--- src/rtl/easyaxi_rd_arb_pkg.sv ---
// Shared AXI field widths, encodings and round-robin helpers for the EasyAXI read arbiter.
package easyaxi_rd_arb_pkg;

    localparam int unsigned AXI_ID_W    = 4;
    localparam int unsigned AXI_ADDR_W  = 32;
    localparam int unsigned AXI_LEN_W   = 8;
    localparam int unsigned AXI_SIZE_W  = 3;
    localparam int unsigned AXI_BURST_W = 2;
    localparam int unsigned AXI_RESP_W  = 2;
    localparam int unsigned AXI_DATA_W  = 64;

    typedef enum logic [AXI_BURST_W-1:0] {
        BurstFixed = 2'b00,
        BurstIncr  = 2'b01,
        BurstWrap  = 2'b10
    } axi_burst_e;

    typedef enum logic [AXI_RESP_W-1:0] {
        RespOkay   = 2'b00,
        RespExokay = 2'b01,
        RespSlverr = 2'b10,
        RespDecerr = 2'b11
    } axi_resp_e;

    // Wrap a candidate index that is known to be below 2*n back into [0, n).
    function automatic int unsigned rr_wrap(input int unsigned x, input int unsigned n);
        return (x >= n) ? x - n : x;
    endfunction

    // Pointer value following a grant to index k.
    function automatic int unsigned rr_next(input int unsigned k, input int unsigned n);
        return (k == n - 1) ? 0 : k + 1;
    endfunction

endpackage

--- src/rtl/easyaxi_rr_arb.sv ---
// Round-robin arbiter: one-hot grant and index, pointer advances past the winner.
module easyaxi_rr_arb
    import easyaxi_rd_arb_pkg::*;
#(
    parameter int unsigned MST_NUM = 2,
    parameter int unsigned IDX_W   = $clog2(MST_NUM)
) (
    input  logic               clk,
    input  logic               rst,
    input  logic [MST_NUM-1:0] req,
    output logic [MST_NUM-1:0] grant,
    output logic [IDX_W-1:0]   grant_idx,
    output logic               grant_valid
);

    logic [IDX_W-1:0] rr_ptr_q, rr_ptr_d;

    // First requester at or after the pointer wins; the pointer then moves past it.
    always_comb begin
        grant       = '0;
        grant_idx   = '0;
        grant_valid = 1'b0;
        for (int unsigned i = 0; i < MST_NUM; i++) begin
            for (int unsigned j = 0; j < MST_NUM; j++) begin
                if (!grant_valid && req[j] && (j == rr_wrap(32'(rr_ptr_q) + i, MST_NUM))) begin
                    grant[j]    = 1'b1;
                    grant_idx   = IDX_W'(j);
                    grant_valid = 1'b1;
                end
            end
        end
        rr_ptr_d = rr_ptr_q;
        if (grant_valid) begin
            rr_ptr_d = IDX_W'(rr_next(32'(grant_idx), MST_NUM));
        end
    end

    // Pointer register.
    always_ff @(posedge clk) begin
        if (rst) begin
            rr_ptr_q <= '0;
        end else begin
            rr_ptr_q <= rr_ptr_d;
        end
    end

endmodule

--- src/rtl/easyaxi_rd_arb.sv ---
// N-master to 1-slave AXI read arbiter: round-robin AR into a register slice with the
// master index prepended to ARID, R beats routed back by that prefix.
module easyaxi_rd_arb
    import easyaxi_rd_arb_pkg::*;
#(
    parameter int unsigned MST_NUM  = 2,
    parameter int unsigned IDX_W    = $clog2(MST_NUM),
    parameter int unsigned ID_W     = AXI_ID_W,
    parameter int unsigned ADDR_W   = AXI_ADDR_W,
    parameter int unsigned DATA_W   = AXI_DATA_W,
    parameter int unsigned MAX_OUTS = 4
) (
    input  logic                             clk,
    input  logic                             rst,
    input  logic [MST_NUM-1:0]               s_arvalid,
    output logic [MST_NUM-1:0]               s_arready,
    input  logic [MST_NUM*ID_W-1:0]          s_arid,
    input  logic [MST_NUM*ADDR_W-1:0]        s_araddr,
    input  logic [MST_NUM*AXI_LEN_W-1:0]     s_arlen,
    input  logic [MST_NUM*AXI_SIZE_W-1:0]    s_arsize,
    input  logic [MST_NUM*AXI_BURST_W-1:0]   s_arburst,
    output logic [MST_NUM-1:0]               s_rvalid,
    input  logic [MST_NUM-1:0]               s_rready,
    output logic [ID_W-1:0]                  s_rid,
    output logic [DATA_W-1:0]                s_rdata,
    output logic [AXI_RESP_W-1:0]            s_rresp,
    output logic                             s_rlast,
    output logic                             m_arvalid,
    input  logic                             m_arready,
    output logic [IDX_W+ID_W-1:0]            m_arid,
    output logic [ADDR_W-1:0]                m_araddr,
    output logic [AXI_LEN_W-1:0]             m_arlen,
    output logic [AXI_SIZE_W-1:0]            m_arsize,
    output logic [AXI_BURST_W-1:0]           m_arburst,
    input  logic                             m_rvalid,
    input  logic [IDX_W+ID_W-1:0]            m_rid,
    input  logic [DATA_W-1:0]                m_rdata,
    input  logic [AXI_RESP_W-1:0]            m_rresp,
    input  logic                             m_rlast,
    output logic                             m_rready,
    output logic                             err_badid
);

    localparam int unsigned CNT_W = $clog2(MAX_OUTS + 1);

    logic                   m_arvalid_q;
    logic [IDX_W+ID_W-1:0]  m_arid_q;
    logic [ADDR_W-1:0]      m_araddr_q;
    logic [AXI_LEN_W-1:0]   m_arlen_q;
    logic [AXI_SIZE_W-1:0]  m_arsize_q;
    logic [AXI_BURST_W-1:0] m_arburst_q;
    logic                   err_badid_q;
    logic [CNT_W-1:0]       outs_cnt_q [MST_NUM];

    logic                   slot_free;
    logic [MST_NUM-1:0]     arb_req;
    logic [IDX_W-1:0]       grant_idx;
    logic                   grant_valid;
    logic [ID_W-1:0]        sel_id;
    logic [ADDR_W-1:0]      sel_addr;
    logic [AXI_LEN_W-1:0]   sel_len;
    logic [AXI_SIZE_W-1:0]  sel_size;
    logic [AXI_BURST_W-1:0] sel_burst;
    logic [IDX_W-1:0]       r_idx;
    logic                   r_bad;
    logic [MST_NUM-1:0]     r_dec;

    easyaxi_rr_arb #(
        .MST_NUM (MST_NUM),
        .IDX_W   (IDX_W)
    ) u_rr_arb (
        .clk         (clk),
        .rst         (rst),
        .req         (arb_req),
        .grant       (s_arready),
        .grant_idx   (grant_idx),
        .grant_valid (grant_valid)
    );

    // Eligibility masking and winner payload select; arbitrate only when the slice can accept.
    always_comb begin
        slot_free = !m_arvalid_q || m_arready;
        arb_req   = '0;
        sel_id    = '0;
        sel_addr  = '0;
        sel_len   = '0;
        sel_size  = '0;
        sel_burst = '0;
        for (int unsigned k = 0; k < MST_NUM; k++) begin
            arb_req[k] = slot_free && s_arvalid[k] && (outs_cnt_q[k] < CNT_W'(MAX_OUTS));
            if (s_arready[k]) begin
                sel_id    = s_arid[k*ID_W +: ID_W];
                sel_addr  = s_araddr[k*ADDR_W +: ADDR_W];
                sel_len   = s_arlen[k*AXI_LEN_W +: AXI_LEN_W];
                sel_size  = s_arsize[k*AXI_SIZE_W +: AXI_SIZE_W];
                sel_burst = s_arburst[k*AXI_BURST_W +: AXI_BURST_W];
            end
        end
    end

    // AR register slice: load on grant, drain when free and idle, hold while stalled.
    always_ff @(posedge clk) begin
        if (rst) begin
            m_arvalid_q <= 1'b0;
            m_arid_q    <= '0;
            m_araddr_q  <= '0;
            m_arlen_q   <= '0;
            m_arsize_q  <= '0;
            m_arburst_q <= '0;
        end else if (slot_free) begin
            m_arvalid_q <= grant_valid;
            if (grant_valid) begin
                m_arid_q    <= {grant_idx, sel_id};
                m_araddr_q  <= sel_addr;
                m_arlen_q   <= sel_len;
                m_arsize_q  <= sel_size;
                m_arburst_q <= sel_burst;
            end
        end
    end

    // R demux by ID prefix; beats with an out-of-range prefix are accepted and dropped.
    always_comb begin
        r_idx    = m_rid[IDX_W+ID_W-1:ID_W];
        r_bad    = 32'(r_idx) >= MST_NUM;
        s_rvalid = '0;
        m_rready = r_bad;
        r_dec    = '0;
        for (int unsigned k = 0; k < MST_NUM; k++) begin
            if (!r_bad && (32'(r_idx) == k)) begin
                s_rvalid[k] = m_rvalid;
                m_rready    = s_rready[k];
                r_dec[k]    = m_rvalid && s_rready[k] && m_rlast;
            end
        end
    end

    // Outstanding-burst counters; simultaneous grant and RLAST cancel, zero never underflows.
    always_ff @(posedge clk) begin
        for (int unsigned k = 0; k < MST_NUM; k++) begin
            if (rst) begin
                outs_cnt_q[k] <= '0;
            end else if (s_arready[k] && !r_dec[k]) begin
                outs_cnt_q[k] <= outs_cnt_q[k] + CNT_W'(1);
            end else if (!s_arready[k] && r_dec[k] && (outs_cnt_q[k] != '0)) begin
                outs_cnt_q[k] <= outs_cnt_q[k] - CNT_W'(1);
            end
        end
    end

    // Sticky flag for R beats carrying an unknown master prefix.
    always_ff @(posedge clk) begin
        if (rst) begin
            err_badid_q <= 1'b0;
        end else if (m_rvalid && r_bad) begin
            err_badid_q <= 1'b1;
        end
    end

    assign m_arvalid = m_arvalid_q;
    assign m_arid    = m_arid_q;
    assign m_araddr  = m_araddr_q;
    assign m_arlen   = m_arlen_q;
    assign m_arsize  = m_arsize_q;
    assign m_arburst = m_arburst_q;
    assign err_badid = err_badid_q;
    assign s_rid     = m_rid[ID_W-1:0];
    assign s_rdata   = m_rdata;
    assign s_rresp   = m_rresp;
    assign s_rlast   = m_rlast;

endmodule
--- config.mk ---
export PLATFORM = sky130hd
export DESIGN_NAME = easyaxi_rd_arb
export DESIGN_NICKNAME = d
export VERILOG_FILES = /design/src/rtl/easyaxi_rd_arb_pkg.sv /design/src/rtl/easyaxi_rr_arb.sv /design/src/rtl/easyaxi_rd_arb.sv
export SDC_FILE = /design/constraint.sdc
export NUM_CORES = 1
export LEC_CHECK = 0
export ABC_AREA = 1
export BUFFER_PORTS_ARGS = -buffer_cell sky130_fd_sc_hd__buf_2
export CAP_MARGIN = 40
export CORE_MARGIN = 5
export CORE_UTILIZATION = 30
export CTS_CLUSTER_DIAMETER = 50
export CTS_CLUSTER_SIZE = 10
export DETAILED_ROUTE_END_ITERATION = 8
export GPL_TIMING_DRIVEN = 0
export PLACE_DENSITY = 0.68
export SLEW_MARGIN = 10
export SYNTH_ARGS = -nofsm -noshare
export SYNTH_HDL_FRONTEND = slang
export SYNTH_HIERARCHICAL = 1
export SYNTH_SLANG_ARGS = --single-unit
--- constraint.sdc ---
create_clock -name clk -period 2.35 [get_ports clk]
set_input_delay 0.235 -clock clk [delete_from_list [all_inputs] [get_ports clk]]
set_output_delay 0.235 -clock clk [all_outputs]
set_load 0.005 [all_outputs]
# Yosys cells after proc, flatten, opt, wreduce, memory -nomap -nowiden

Memories as Yosys holds them, arrays and structs flattened.
Index checks and enable logic that the tools add are counted.

Mux-type cells: 47
Reduce and logical (&&, ||, !) cells: 35
Equal/unequal tests: 2
$lt $le $gt $ge: 4
$add $sub $neg: 8
Bitwise logic cells: 4

Operator list:

| operator                                                                | count |
|---|---|
| 32-bit two-way mux                                                      | 4 |
| 1-bit by 32-bit equality test with 1-bit output (first input constant)  | 2 |
| 32-bit logical NOT                                                      | 2 |
| 32-bit by 2-bit >= comparator with 1-bit output (second input constant) | 1 |
| 32-bit by 2-bit subtractor with 32-bit output (second input constant)   | 1 |
| 1-bit two-way mux                                                       | 31 |
| 1-bit logical AND                                                       | 21 |
| 3-bit two-way mux                                                       | 6 |
| 8-bit two-way mux                                                       | 2 |
| 1-bit logical NOT                                                       | 8 |
| 4-bit two-way mux                                                       | 2 |
| 3-bit by 1-bit adder with 3-bit output (second input constant)          | 2 |
| 3-bit < comparator (second input constant)                              | 2 |
| 3-bit nonzero test                                                      | 2 |
| 3-bit by 1-bit subtractor with 3-bit output (second input constant)     | 2 |
| 2-bit two-way mux                                                       | 2 |
| 1-bit OR                                                                | 4 |
| 1-bit by 2-bit subtractor with 3-bit output (second input constant)     | 1 |
| 1-bit by 1-bit adder with 2-bit output (second input constant)          | 1 |
| 1-bit by 2-bit >= comparator with 1-bit output (second input constant)  | 1 |
| 2-bit AND reduction                                                     | 1 |
| 1-bit adder (second input constant)                                     | 1 |
| 1-bit logical OR                                                        | 1 |

Memory bits (writable): 6
Bits in registers: 52
Bits of input ports: 178
Memories kept: 1
Output and inout port bits: 128
Logic and storage cells: 108

Memory list:

| name       | words | bits a word | read ports | clocked after Yosys merged registers in | wr ports | RTL line             | RTL |
|---|---|---|---|---|---|---|---|
| outs_cnt_q | 2     | 3           | 2          | 0                                       | 2        | easyaxi_rd_arb.sv:53 | `logic [CNT_W-1:0] outs_cnt_q [MST_NUM];` |

# Depth between registers and ports, before layout

Depth in word-level cells: 26
Mapped depth: 15
Depth with buffers taken out: 14

# Hierarchy

The synthesis kept the hierarchy.

Modules (own cells, without submodules):

| module         | instances | area each (um^2) | cells each | seq. area each (um^2) |
|---|---|---|---|---|
| easyaxi_rd_arb | 1         | 3599.7           | 524        | 1201.2 |
| easyaxi_rr_arb | 1         | 68.8             | 12         | 20.0 |

# Worst setup path after synthesis

Ideal clock, no wire load.

Path type: register to register
Start: memory outs_cnt_q[0][2] (netlist bit)
End: memory outs_cnt_q[1][2] (netlist bit) (data pin)
Path slack: 95 ps
Data required time: 2101 ps
Data arrival time: 2006 ps
Period minus slack after synthesis: 2255 ps
Library setup time: 249 ps
Cell stages (with the launch flop): 11
Buffers on the path: 1
Path through: edfxtp_1 nor2_1 o21ai_1 buf_6 nor2_1 nand3_1 fa_1 xnor2_1 nand4_1 nand2_1 inv_1

RTL lines:

| what        | RTL line |
|---|---|
| from (decl) | easyaxi_rd_arb.sv:53 |

==> metrics.cfg <==
[final_layout]
final_layout_size_suffix_gt1_share_pct=48.42
fin_cells=936
layout_commonest_cell=buf_2
finish.utilization_pct=44.59
final_cell_mix=257 x buf_2, 216 x nand2_1, 76 x buf_4, 52 x dfxtp_1, 44 x nand3_1
fillCellCount=1306
diodes=0
syn_to_final_growth_pct=46.01
nets=966

[global_route]
grt_overflow=0
track_usage_pct=15.75
antenna_found_initial=0
grt_pass1_wl_um=18310
grt_max_degree=11
grt_pass1_vias=3761

[logic_synthesis]
synth_xor_area_share_pct=0.7162
synth-seq-cells=58
synth_area_leaders=dfxtp_1 28%, nand2_1 22%, buf_4 15%
yosys.area_share.adder_pct=1.569
synth_top_area_share_pct=28.38
synth_top_cell_by_area=dfxtp_1
ys_seq_area_share_pct=33.29
avgSynthCellArea_um2=6.844
yosysUniqueCellTypes=29
synth_top_family_by_area=simple AND/OR/NAND/NOR gates
syn_area_um2=3669
syn_nets=718
yosys_warnings=6
synth_mux_area_share_pct=0
synth_simple_gate_area_share_pct=33.49
synth_compound_area_share_pct=8.799
syn_inst=536

[sta]
timing.fmax_mhz=448.3
tightestPinTransition_ns=0.7262
period_share_pct=94.93
relSlewSlack_pct=51.59
hold_viol=0
period_needed_ns=2.231
drv_slew=0
rsz0062_at_grt=false
final-setup-viol-count=0
whs_ns=0.1646
fin_skew_ns=0.006409

[setup_path]
cp-end-kind=flip-flop
startpoint=m_arvalid
crit_required_ns=2.44
path_max_fanout=7
slowest_stage=fa_2
startpoint_type=flip-flop
worst-path-buf-inv=2
max_stage_delay_ns=0.40
path_delay_family=simple AND/OR/NAND/NOR gates
arrival_ns=2.32
path_class=flip-flop to flip-flop
crit_chain=nand2_2 -> nand2_1 -> nor2_1 -> nand2_2 -> o21ai_1 -> buf_6 -> nor2_4 -> nand3_2 -> fa_2 -> xnor2_2 -> nand4_1 -> nand2_1 -> inv_1
reg2reg_from=m_arvalid

[clocking]
ctsHtreeMaxLevel=3
cts-buffers-inserted=9
clock_latency_ns=0.32
path_clk_slew_ns=0.05
root_buffer=clkbuf_16
clk_path_buf_depth=2
cts_tree=built
clock_sinks=58

[detailed_routing]
vias=4091
via_per_inst=4.371
wl_per_cell_um=13.18
ant_nets=0
dr.pass1.iters=4
drc=0
wirelength_um=12330
first_iter_violations=155

[power]
p_leak_nw=2.928
ir_worst_vdd_uv=267.9
p_per_area_nw_per_um2=629.9
finalPower_mw=3.374

[floorplanning]
die_w_um=120.6
die_height_um=120.6
rows=40
core-area_um2=12010
start_util_pct=30.54
ios=306
die-area_um2=14540

[place]
dp.cells=917
hpwl_um=9947
gp_congestion=0.8059
port_buffers=234

[hold_path]
hold_path.class=primary input to flip-flop
hold_start=rst

[job]
max_cap_violations=0

[run_status]
status=complete, no violations

[power breakdown]
group          leakage, nW  internal [mW]  switching, mW
Clock                0.138          0.817          0.440
Combinational         2.30          0.445          0.535
Sequential           0.488           1.09         0.0444
Total                 2.93           2.35           1.02
[registers in the layout, summed over array words and instances, names as in the netlist]
register and cells:
outs_cnt_q 6, m_arvalid 1, m_araddr 32, m_arid 5, u_rr_arb/rr_ptr_q 1, m_arsize 3, m_arburst 2, m_arlen 8
[synth_stat cells]
library cell	number
a21oi_1	43
a21oi_2	10
buf_12	1
buf_2	23
buf_4	73
buf_6	2
buf_8	1
clkbuf_1	5
clkinv_4	1
conb_1	1
dfxtp_1	52
edfxtp_1	6
fa_1	1
ha_1	3
inv_1	13
inv_2	3
nand2_1	216
nand2_2	3
nand3_1	45
nand3_2	10
nand3b_1	1
nand4_1	1
nor2_1	13
nor2_2	1
nor3_1	1
o21ai_0	2
o21ai_1	2
xnor2_1	1
xor2_1	2
[worst paths after layout]
kind                            cells after the start           endpoint  slack, ns
worst max-delay path                               13   outs_cnt_q[1][2]       0.12
worst min-delay path                                4  u_rr_arb/rr_ptr_q       0.16
worst max register to register                     13   outs_cnt_q[1][2]       0.12
worst min register to register                      2       m_araddr[13]       0.46
[per-stage QoR]
step,setup WS [ns],cell area (um2),TNS (ns)
3_3_place_gp,-0.1206,5024,-0.1206
4_1_cts,0.002016,5319,0
3_5_place_dp,-0.1184,5024,-0.1184
5_1_grt,0.002002,5356,0
6_report,0.1191,5356,0
2_1_floorplan,0.09451,3669,0
[repair_timing]
action | 4_1_cts | 5_1_grt
pin swaps | 0 | 3
hold buffers | 0 | 0
gates cloned | 0 | 0
gates resized for setup | 2 | 5
endpoints found under the setup margin | 1 | 2
buffers inserted | 1 | 2
[routing by layer]
metal	up-vias	GRT usage (%)	routed length, um
met5	-	0	0
met4	0	6.161	216
met3	15	3.227	928
met2	175	28.50	6354
met1	1781	18.09	4834
li1	2120	-	-
[area by class of cell]
type / instances / area [um2] / area share (%)
Buffer: 105 / 739.5 / 13.81
Clock buffer: 13 / 240.2 / 4.485
Clock inverter: 3 / 40.04 / 0.7475
Inverter: 17 / 68.82 / 1.285
Multi-Input combinational cell: 356 / 1669 / 31.16
Sequential cell: 58 / 1221 / 22.80
Tap cell: 147 / 183.9 / 3.434
Timing Repair Buffer: 237 / 1194 / 22.28
[logic make-up after synthesis]
kind of cell | count (synthesis)
other | 1
DFF | 58
AOI/OAI and AO/OA | 57
xor gates and xnor gates | 3
and+or+nand+nor | 291
buffers and inverters | 122
adders and majority gates | 4
[tightest hold or removal path, stage by stage]
cell	delay [ns]
buf_2	0.10
inv_2	0.03
nand2_1	0.05
nor2_1	0.03
Power figures use the tool's default switching activity.
